**src/rtl/core_pkg.sv**
```systemverilog
// Shared RV32I encoding definitions: major opcodes, request classes and
// instruction-field bit positions, plus the request legality rule used when
// INSTR_ENCODER_CHECK_EN is defined.
package core_pkg;

  localparam logic [6:0] OP_R      = 7'b0110011;
  localparam logic [6:0] OP_LOAD   = 7'b0000011;
  localparam logic [6:0] OP_STORE  = 7'b0100011;
  localparam logic [6:0] OP_BRANCH = 7'b1100011;

  typedef enum logic [1:0] {
    REQ_R      = 2'd0,
    REQ_LOAD   = 2'd1,
    REQ_STORE  = 2'd2,
    REQ_BRANCH = 2'd3
  } req_type_e;

  // Field LSB positions inside the 32-bit instruction word.
  localparam int unsigned RD_LSB  = 7;
  localparam int unsigned F3_LSB  = 12;
  localparam int unsigned RS1_LSB = 15;
  localparam int unsigned RS2_LSB = 20;
  localparam int unsigned F7_LSB  = 25;

  // True when the field combination is not a real RV32I instruction of that class.
  function automatic logic is_illegal(input logic [1:0] t,
                                      input logic [2:0] f3,
                                      input logic [6:0] f7);
    logic bad;
    bad = 1'b0;
    case (t)
      REQ_R: begin
        if (f7 == 7'h20) begin
          bad = (f3 != 3'b000) && (f3 != 3'b101);
        end else begin
          bad = (f7 != 7'h00);
        end
      end
      REQ_LOAD:   bad = (f3 == 3'b011) || (f3 == 3'b110) || (f3 == 3'b111);
      REQ_STORE:  bad = (f3 > 3'b010);
      REQ_BRANCH: bad = (f3 == 3'b010) || (f3 == 3'b011);
      default:    bad = 1'b0;
    endcase
    return bad;
  endfunction

endpackage

```
**src/rtl/sync_fifo.sv**
```systemverilog
// Synchronous FIFO with registered storage. Pointers carry one extra wrap
// bit so full and empty are distinguished without a counter. The head word
// is read combinationally from the registered array.
module sync_fifo #(
  parameter int WIDTH = 32,
  parameter int DEPTH = 4
) (
  input  logic             clk,
  input  logic             reset,
  input  logic             clear,
  input  logic             push,
  input  logic [WIDTH-1:0] wdata,
  input  logic             pop,
  output logic [WIDTH-1:0] rdata,
  output logic             full,
  output logic             empty
);

  localparam int PTR_W = $clog2(DEPTH);

  logic [PTR_W:0]   r_wr_ptr;
  logic [PTR_W:0]   r_rd_ptr;
  logic [WIDTH-1:0] r_mem [DEPTH];
  logic             w_push_ok;
  logic             w_pop_ok;

  assign empty = (r_wr_ptr == r_rd_ptr);
  assign full  = (r_wr_ptr[PTR_W] != r_rd_ptr[PTR_W]) &&
                 (r_wr_ptr[PTR_W-1:0] == r_rd_ptr[PTR_W-1:0]);
  assign w_push_ok = push && !full;
  assign w_pop_ok  = pop && !empty;
  assign rdata     = r_mem[r_rd_ptr[PTR_W-1:0]];

  // Pointer and storage update; reset/clear discard everything and zero the head.
  always_ff @(posedge clk) begin
    if (reset || clear) begin
      r_wr_ptr <= '0;
      r_rd_ptr <= '0;
      for (int i = 0; i < DEPTH; i++) begin
        r_mem[i] <= '0;
      end
    end else begin
      if (w_push_ok) begin
        r_mem[r_wr_ptr[PTR_W-1:0]] <= wdata;
        r_wr_ptr <= r_wr_ptr + {{PTR_W{1'b0}}, 1'b1};
      end else begin
        r_wr_ptr <= r_wr_ptr;
      end
      if (w_pop_ok) begin
        r_rd_ptr <= r_rd_ptr + {{PTR_W{1'b0}}, 1'b1};
      end else begin
        r_rd_ptr <= r_rd_ptr;
      end
    end
  end

endmodule

```
**src/rtl/instr_encoder.sv**
```systemverilog
// RV32I instruction encoder: assembles R/LOAD/STORE/BRANCH words from field
// requests, buffers them in a FIFO and streams them into instruction memory
// at consecutive word addresses starting from BASE_ADDR.
// Optional build macro INSTR_ENCODER_CHECK_EN: drops illegal requests and
// raises a sticky enc_err; without it every request is encoded as given.
module instr_encoder
  import core_pkg::*;
#(
  parameter int              ADDR_W    = 10,
  parameter int              DEPTH     = 4,
  parameter logic [ADDR_W-1:0] BASE_ADDR = '0
) (
  input  logic              clk,
  input  logic              reset,
  input  logic              clear,
  input  logic              req_valid,
  output logic              req_ready,
  input  logic [1:0]        req_type,
  input  logic [4:0]        rd,
  input  logic [4:0]        rs1,
  input  logic [4:0]        rs2,
  input  logic [2:0]        funct3,
  input  logic [6:0]        funct7,
  input  logic [11:0]       imm,
  output logic              imem_we,
  output logic [ADDR_W-1:0] imem_addr,
  output logic [31:0]       imem_wdata,
  input  logic              imem_ready,
  output logic [ADDR_W-1:0] wr_count,
  output logic              enc_err
);

  logic        w_full;
  logic        w_empty;
  logic        w_accept;
  logic        w_push;
  logic        w_pop;
  logic [31:0] w_word;
  logic [31:0] w_head;
  logic [ADDR_W-1:0] r_addr;
  logic [ADDR_W-1:0] r_count;

  assign req_ready = !w_full;
  assign w_accept  = req_valid && !w_full && !reset && !clear;
  assign w_pop     = !w_empty && imem_ready;

  // Encode mux: place request fields at their RV32I positions per class.
  always_comb begin
    w_word = 32'h0000_0000;
    w_word[F3_LSB  +: 3] = funct3;
    w_word[RS1_LSB +: 5] = rs1;
    case (req_type)
      REQ_R: begin
        w_word[6:0]          = OP_R;
        w_word[RD_LSB  +: 5] = rd;
        w_word[RS2_LSB +: 5] = rs2;
        w_word[F7_LSB  +: 7] = funct7;
      end
      REQ_LOAD: begin
        w_word[6:0]          = OP_LOAD;
        w_word[RD_LSB  +: 5] = rd;
        w_word[31:20]        = imm;
      end
      REQ_STORE: begin
        w_word[6:0]          = OP_STORE;
        w_word[11:7]         = imm[4:0];
        w_word[RS2_LSB +: 5] = rs2;
        w_word[31:25]        = imm[11:5];
      end
      REQ_BRANCH: begin
        // imm holds byte-offset bits [12:1], so imm[k] is offset bit k+1.
        w_word[6:0]          = OP_BRANCH;
        w_word[7]            = imm[10];
        w_word[11:8]         = imm[3:0];
        w_word[RS2_LSB +: 5] = rs2;
        w_word[30:25]        = imm[9:4];
        w_word[31]           = imm[11];
      end
      default: begin
        w_word = 32'h0000_0000;
      end
    endcase
  end

`ifdef INSTR_ENCODER_CHECK_EN
  logic r_err;
  logic w_illegal;

  assign w_illegal = is_illegal(req_type, funct3, funct7);
  assign w_push    = w_accept && !w_illegal;
  assign enc_err   = r_err;

  // Sticky error flag: set on any consumed illegal request, cleared only by reset/clear.
  always_ff @(posedge clk) begin
    if (reset || clear) begin
      r_err <= 1'b0;
    end else if (w_accept && w_illegal) begin
      r_err <= 1'b1;
    end else begin
      r_err <= r_err;
    end
  end
`else
  assign w_push  = w_accept;
  assign enc_err = 1'b0;
`endif

  sync_fifo #(
    .WIDTH (32),
    .DEPTH (DEPTH)
  ) u_fifo (
    .clk   (clk),
    .reset (reset),
    .clear (clear),
    .push  (w_push),
    .wdata (w_word),
    .pop   (w_pop),
    .rdata (w_head),
    .full  (w_full),
    .empty (w_empty)
  );

  assign imem_we    = !w_empty;
  assign imem_wdata = w_head;
  assign imem_addr  = r_addr;
  assign wr_count   = r_count;

  // Write address and written-word counter advance together on each completed write.
  always_ff @(posedge clk) begin
    if (reset || clear) begin
      r_addr  <= BASE_ADDR;
      r_count <= '0;
    end else if (w_pop) begin
      r_addr  <= r_addr + ADDR_W'(3'd4);
      r_count <= r_count + ADDR_W'(1'b1);
    end else begin
      r_addr  <= r_addr;
      r_count <= r_count;
    end
  end

endmodule

```
**config.mk**
```make
export PLATFORM = sky130hd
export DESIGN_NAME = instr_encoder
export DESIGN_NICKNAME = d
export VERILOG_FILES = /design/src/rtl/core_pkg.sv /design/src/rtl/sync_fifo.sv /design/src/rtl/instr_encoder.sv
export SDC_FILE = /design/constraint.sdc
export NUM_CORES = 1
export LEC_CHECK = 0
export BUFFER_PORTS_ARGS = -buffer_cell sky130_fd_sc_hd__buf_4
export CAP_MARGIN = 30
export CORE_MARGIN = 8
export CORE_UTILIZATION = 30
export DETAILED_ROUTE_END_ITERATION = 6
export GPL_TIMING_DRIVEN = 0
export PLACE_DENSITY = 0.53
export SKIP_LAST_GASP = 1
export SLEW_MARGIN = 5
export SYNTH_ARGS = -nofsm -noshare
export SYNTH_HDL_FRONTEND = slang
export SYNTH_SLANG_ARGS = --single-unit
export TNS_END_PERCENT = 30
```
**constraint.sdc**
```tcl
create_clock -name clk -period 4.9 [get_ports clk]
set_clock_uncertainty 0.2 [all_clocks]
set_input_delay 0.49 -clock clk [delete_from_list [all_inputs] [get_ports clk]]
set_output_delay 0.49 -clock clk [all_outputs]
set_load 0.05 [all_outputs]
```
; ---- Word level (Yosys, flattened, before mapping)
; Memory sizes are Yosys's and may differ from the RTL's. A register that Yosys moved wholly into a read port is not among the register bits.
; Index checks and enable logic that the tools add are counted.
[totals]
reg_bits = 26
mem_bits_rw = 128
input_bits = 44
out_inout_bits = 55
n_memories = 1
[op_classes]
n_addsub = 4
eq_ne = 6
mux = 12
reduce_logical = 14
[memory_table]
columns = name, depth, width, read_ports, rd_clocked_by_memory_dff, write_ports, line
row1 = u_fifo.r_mem, 4, 32, 1, 1, 4, sync_fifo.sv:23  ; logic [WIDTH-1:0] r_mem [DEPTH];
[op_table]
columns = cell, n
row1 = $pmux W12 S4, 2
row2 = $mux W32, 1
row3 = $reduce_or A32 Y1, 1
row4 = $add A10 B1 Y10 const B, 1
row5 = $add A10 B3 Y10 const B, 1
row6 = $logic_and A1 B1 Y1, 7
row7 = $add A3 B1 Y3 const B, 2
row8 = $mux W1, 6
row9 = $mux W2, 3
row10 = $eq A2 B2 Y1 const B, 2
row11 = $logic_not A1 Y1, 4
row12 = $eq A3 B3 Y1, 1
row13 = $eq A2 B1 Y1 const B, 1
row14 = $eq A2 B2 Y1, 1
row15 = $logic_not A2 Y1, 1
row16 = $logic_or A1 B1 Y1, 1
row17 = $ne A1 B1 Y1, 1

; ---- Logic depth before layout (Yosys ltp)
[logic_depth]
depth_word = 12
ltp_mapped = 9

; ---- Modules after synthesis
; Synthesis repeated with hierarchy kept, for this count alone.
[unflattened]
hier_cells = 575
hier_area_um2 = 7194.4
[modules_own_cells]
columns = module, n_inst, cells_per_inst, area_each_um2
row1 = sync_fifo, 1, 417, 5972.0
row2 = instr_encoder, 1, 158, 1222.4

; ---- Worst setup path before layout
; Ideal clock, no wire load.
[synth_timing]
path_type = reg2reg
start = register u_fifo.r_wr_ptr[2]
end = memory u_fifo.r_mem[1][0] (enable)
setup_ps = 455
arrival_ps = 3211
required_ps = 4245
setup_slack_ps = 1034
stages_incl_launch_ff = 6
n_path_buf = 1
synth_period_minus_slack_ps = 3866
cell_sequence = dfxtp_1 > xnor2_2 > nor2_1 > a21o_1 > clkbuf_1 > o21ai_0
[synth_lines]
columns = item, line
row1 = start: declaration, sync_fifo.sv:21  ; logic [PTR_W:0] r_wr_ptr;
row2 = start signal: assignment, sync_fifo.sv:45  ; r_wr_ptr <= r_wr_ptr + {{PTR_W{1'b0}}, 1'b1};
row3 = start signal: assignment, sync_fifo.sv:47  ; r_wr_ptr <= r_wr_ptr;
row4 = end: declaration, sync_fifo.sv:23

; ---- Final worst setup path
[layout_timing]
start = register u_fifo.r_wr_ptr[1]
end = output port imem_we
[layout_between]
elab_chain_len = 2
[layout_lines]
columns = item, line
row1 = $eq A3 B3 Y1, sync_fifo.sv:27  ; assign empty = (r_wr_ptr == r_rd_ptr);
row2 = $logic_not A1 Y1, instr_encoder.sv:123  ; assign imem_we = !w_empty;
row3 = end: declaration, instr_encoder.sv:25  ; output logic imem_we,
; Every way passes these cells.

==> reports/results.ini <==
[run_status]
status=completed

[worst_setup_path]
critPathMaxFanout=9
slowest_stage=nor3_1
crit_path_frequent_cell=buf_4
rr_endpoint=u_fifo.r_mem[1][21]
cp-start-kind=flip-flop
rr_worst_depth=6
critPathArrivalTime_ns=2.55
r2r-start=u_fifo.r_wr_ptr[2]
crit_type=flip-flop to output port
slowest_delay_ns=0.83
worstSetupEndpointType=output port
crit_chain=buf_4, xor2_2, nor3_1, inv_1, buf_4
worstPathRequired_ns=4.21
r2r_slack_ns=2.17

[finish]
synthToLayoutAreaGrowth_pct=27.06
drive_gt1_frac=0.3302
layout.cells.non_filler=925
final_util=0.3868
fin_nets=680
n_antenna_cell=0

[grt]
grt_max_degree=22
overflow=0
track_usage=0.1320
first_global_vias=4769
grt_pass1_wl_um=26770
antenna_found_initial=2

[sta]
whs_ns=0.1797
maxSlewHeadroom=0.3305
setup-violations-final=0
final.period_utilization=0.6612
finalHoldViolations=0
max_freq_ghz=0.3087
fin_ws_ns=1.660
worst_pin_slew_ns=0.9966
rsz0062_at_grt=no
fin_crit_ns=3.240
slew_violations=0

[die]
die_y_um=164.4
die-area_sq_mm=0.02701
die_w_um=164.4
rows=54
start_util=0.3044
core_area_sq_mm=0.02169
ios=99

[clocking]
cts_sinks=142
postCtsHoldBufs=0
cts_setup_buffers=0
path_clk_slew_ns=0.06
ctsHtreeMaxLevel=4
post_cts_resized=0
clk_latency_ns=0.42
tritoncts=yes
root_buffer=clkbuf_16
numCtsBuffers=17
clockBufferDepth=2

[yosys]
synth_edf_count=116
ys_seq_area_frac=0.6064
ys_seq_elements=142
syn_area_per_cell_sq_um=12.92
synth_flop_cell=edfxtp_1
synth_area_sq_mm=0.006603
synth_warnings=0
syn-instance-count=511
synthDistinctLibCells=50
synthArstFlopShare=0

[placed_design]
pre_cts_ws_ns=2.003
dp.cells=892
hpwlAfterDp_um=12090
gp_congestion=0.7754
port_buffers=92

[power]
ir_drop_uv=225.7
power.density_mw_per_mm2=352.0
leakagePower_nw=3.291
p_total_w=0.002953

[route]
routed_wl_um=17330
first_pass_iters=4
drtIter0Drc=292
postRouteAntennaNets=0
avgViaCountPerCell=4.836
drc=0
wire_per_inst_um=18.74
num_vias=4473

[job]
maxCapViolCount=0

[min_path]
hold_end=wr_count[7]
hp-class=input port to flip-flop
hold_path_depth=3
holdCritStartpoint=clear

==> cells in the final DEF, fill, tap and decap left out, types with 6 or more instances in the layout <==
cell type and instances:
nor2_1 116, edfxtp_1 116, buf_4 102, mux4_2 29
nand2_1 26, dfxtp_1 26, clkbuf_16 17, a21oi_1 16
mux2i_1 16, clkbuf_1 15, o21ai_0 11, nand3_1 11
buf_2 10, inv_1 10, nor2_4 9, or3_1 8
xnor2_1 8, inv_6 7, nor3_1 6, mux2_2 6
==> worst max path at each step <==
| stage | startpoint | to | slack [ns] | depth (start not counted) |
|---|---|---|---|---|
| after floorplan | u_fifo.r_wr_ptr[2] | u_fifo.r_mem[1][0] | 1.03 | 5 |
| after global routing | u_fifo.r_rd_ptr[1] | imem_we | 1.50 | 5 |
| after CTS | u_fifo.r_wr_ptr[1] | imem_we | 1.61 | 5 |
| after global placement | u_fifo.r_wr_ptr[2] | u_fifo.r_mem[1][25] | -1.20 | 5 |
| after detailed placement | req_type[1] | u_fifo.r_mem[0][28] | 2.00 | 7 |
| final | u_fifo.r_wr_ptr[1] | imem_we | 1.66 | 5 |
==> flip-flops by register name (all words and copies together), names as in the netlist, named ones only <==
name             cells
wr_count            10
u_fifo.r_rd_ptr      3
imem_addr            8
u_fifo.r_mem       116
u_fifo.r_wr_ptr      3
==> routing by layer <==
metal | routed length [um] | track usage
met5 | 27 | 0
met3 | 1079 | 0.04361
met4 | 57 | 0.03595
met2 | 8522 | 0.2159
met1 | 7646 | 0.1643
==> final cells by class <==
type	instances	area [sq um]
clock buffers	17	425.4
fillers	2087	13300
well taps	280	350.3
plain buffers	38	217.7
inverters	10	37.54
multi-input cells	325	2404
clock inverters	15	150.1
repair buffers	98	800.8
flip-flops and latches	142	4004
==> power breakdown <==
| group | switching, W | internal (W) | total, W |
|---|---|---|---|
| clock | 0.000540 | 0.000716 | 0.00126 |
| sequential | 0.0000138 | 0.00136 | 0.00137 |
| combinational | 0.000212 | 0.000112 | 0.000324 |
==> logic make-up (layout without fill, tap and decap cells) <==
group,count (synthesis),after routing,synth area share
xor gates and xnor gates,16,16,0.02464
DFF,142,142,0.6064
muxes,51,51,0.1334
and+or+nand+nor,199,199,0.1414
other,1,5,0.0005680
adders and majority gates,4,4,0.007580
buffers and inverters,48,178,0.03866
AOI/OAI and AO/OA,50,50,0.04738
==> synthesized netlist by cell type (3+ instances only) <==
master | number | area [sq um]
a21oi_1 | 16 | 80.08
a31oi_1 | 3 | 18.77
and3_1 | 3 | 18.77
buf_2 | 10 | 50.05
buf_4 | 8 | 60.06
clkbuf_1 | 15 | 56.30
dfxtp_1 | 26 | 520.5
edfxtp_1 | 116 | 3483
ha_1 | 4 | 50.05
inv_1 | 10 | 37.54
mux2_2 | 6 | 67.56
mux2i_1 | 16 | 160.2
mux4_2 | 29 | 653.1
nand2_1 | 26 | 97.59
nand3_1 | 11 | 55.05
nand4_1 | 3 | 18.77
nor2_1 | 116 | 435.4
nor2_4 | 9 | 101.4
nor3_1 | 6 | 30.03
nor4_1 | 3 | 18.77
o21ai_0 | 15 | 75.07
o311ai_0 | 3 | 26.28
o31ai_1 | 4 | 30.03
or3_1 | 8 | 50.05
xnor2_1 | 8 | 70.07
xor2_1 | 5 | 43.79
==> worst max-delay path: cells and delay by family, from the launching register on <==
kind / cells / cell delay, ns
flops: 1 / 0.32
simple gates: 1 / 0.83
buf+inv: 3 / 0.77
xor+xnor: 1 / 0.22
==> through the flow <==
stage	TNS [ns]	instance area [sq um]
floorplan	0	6618
finish	0	8389
detailed placement	0	7806
CTS	0	8382
global placement	-122.09	7659
global route	0	8389
Power figures use the tool's default switching activity.
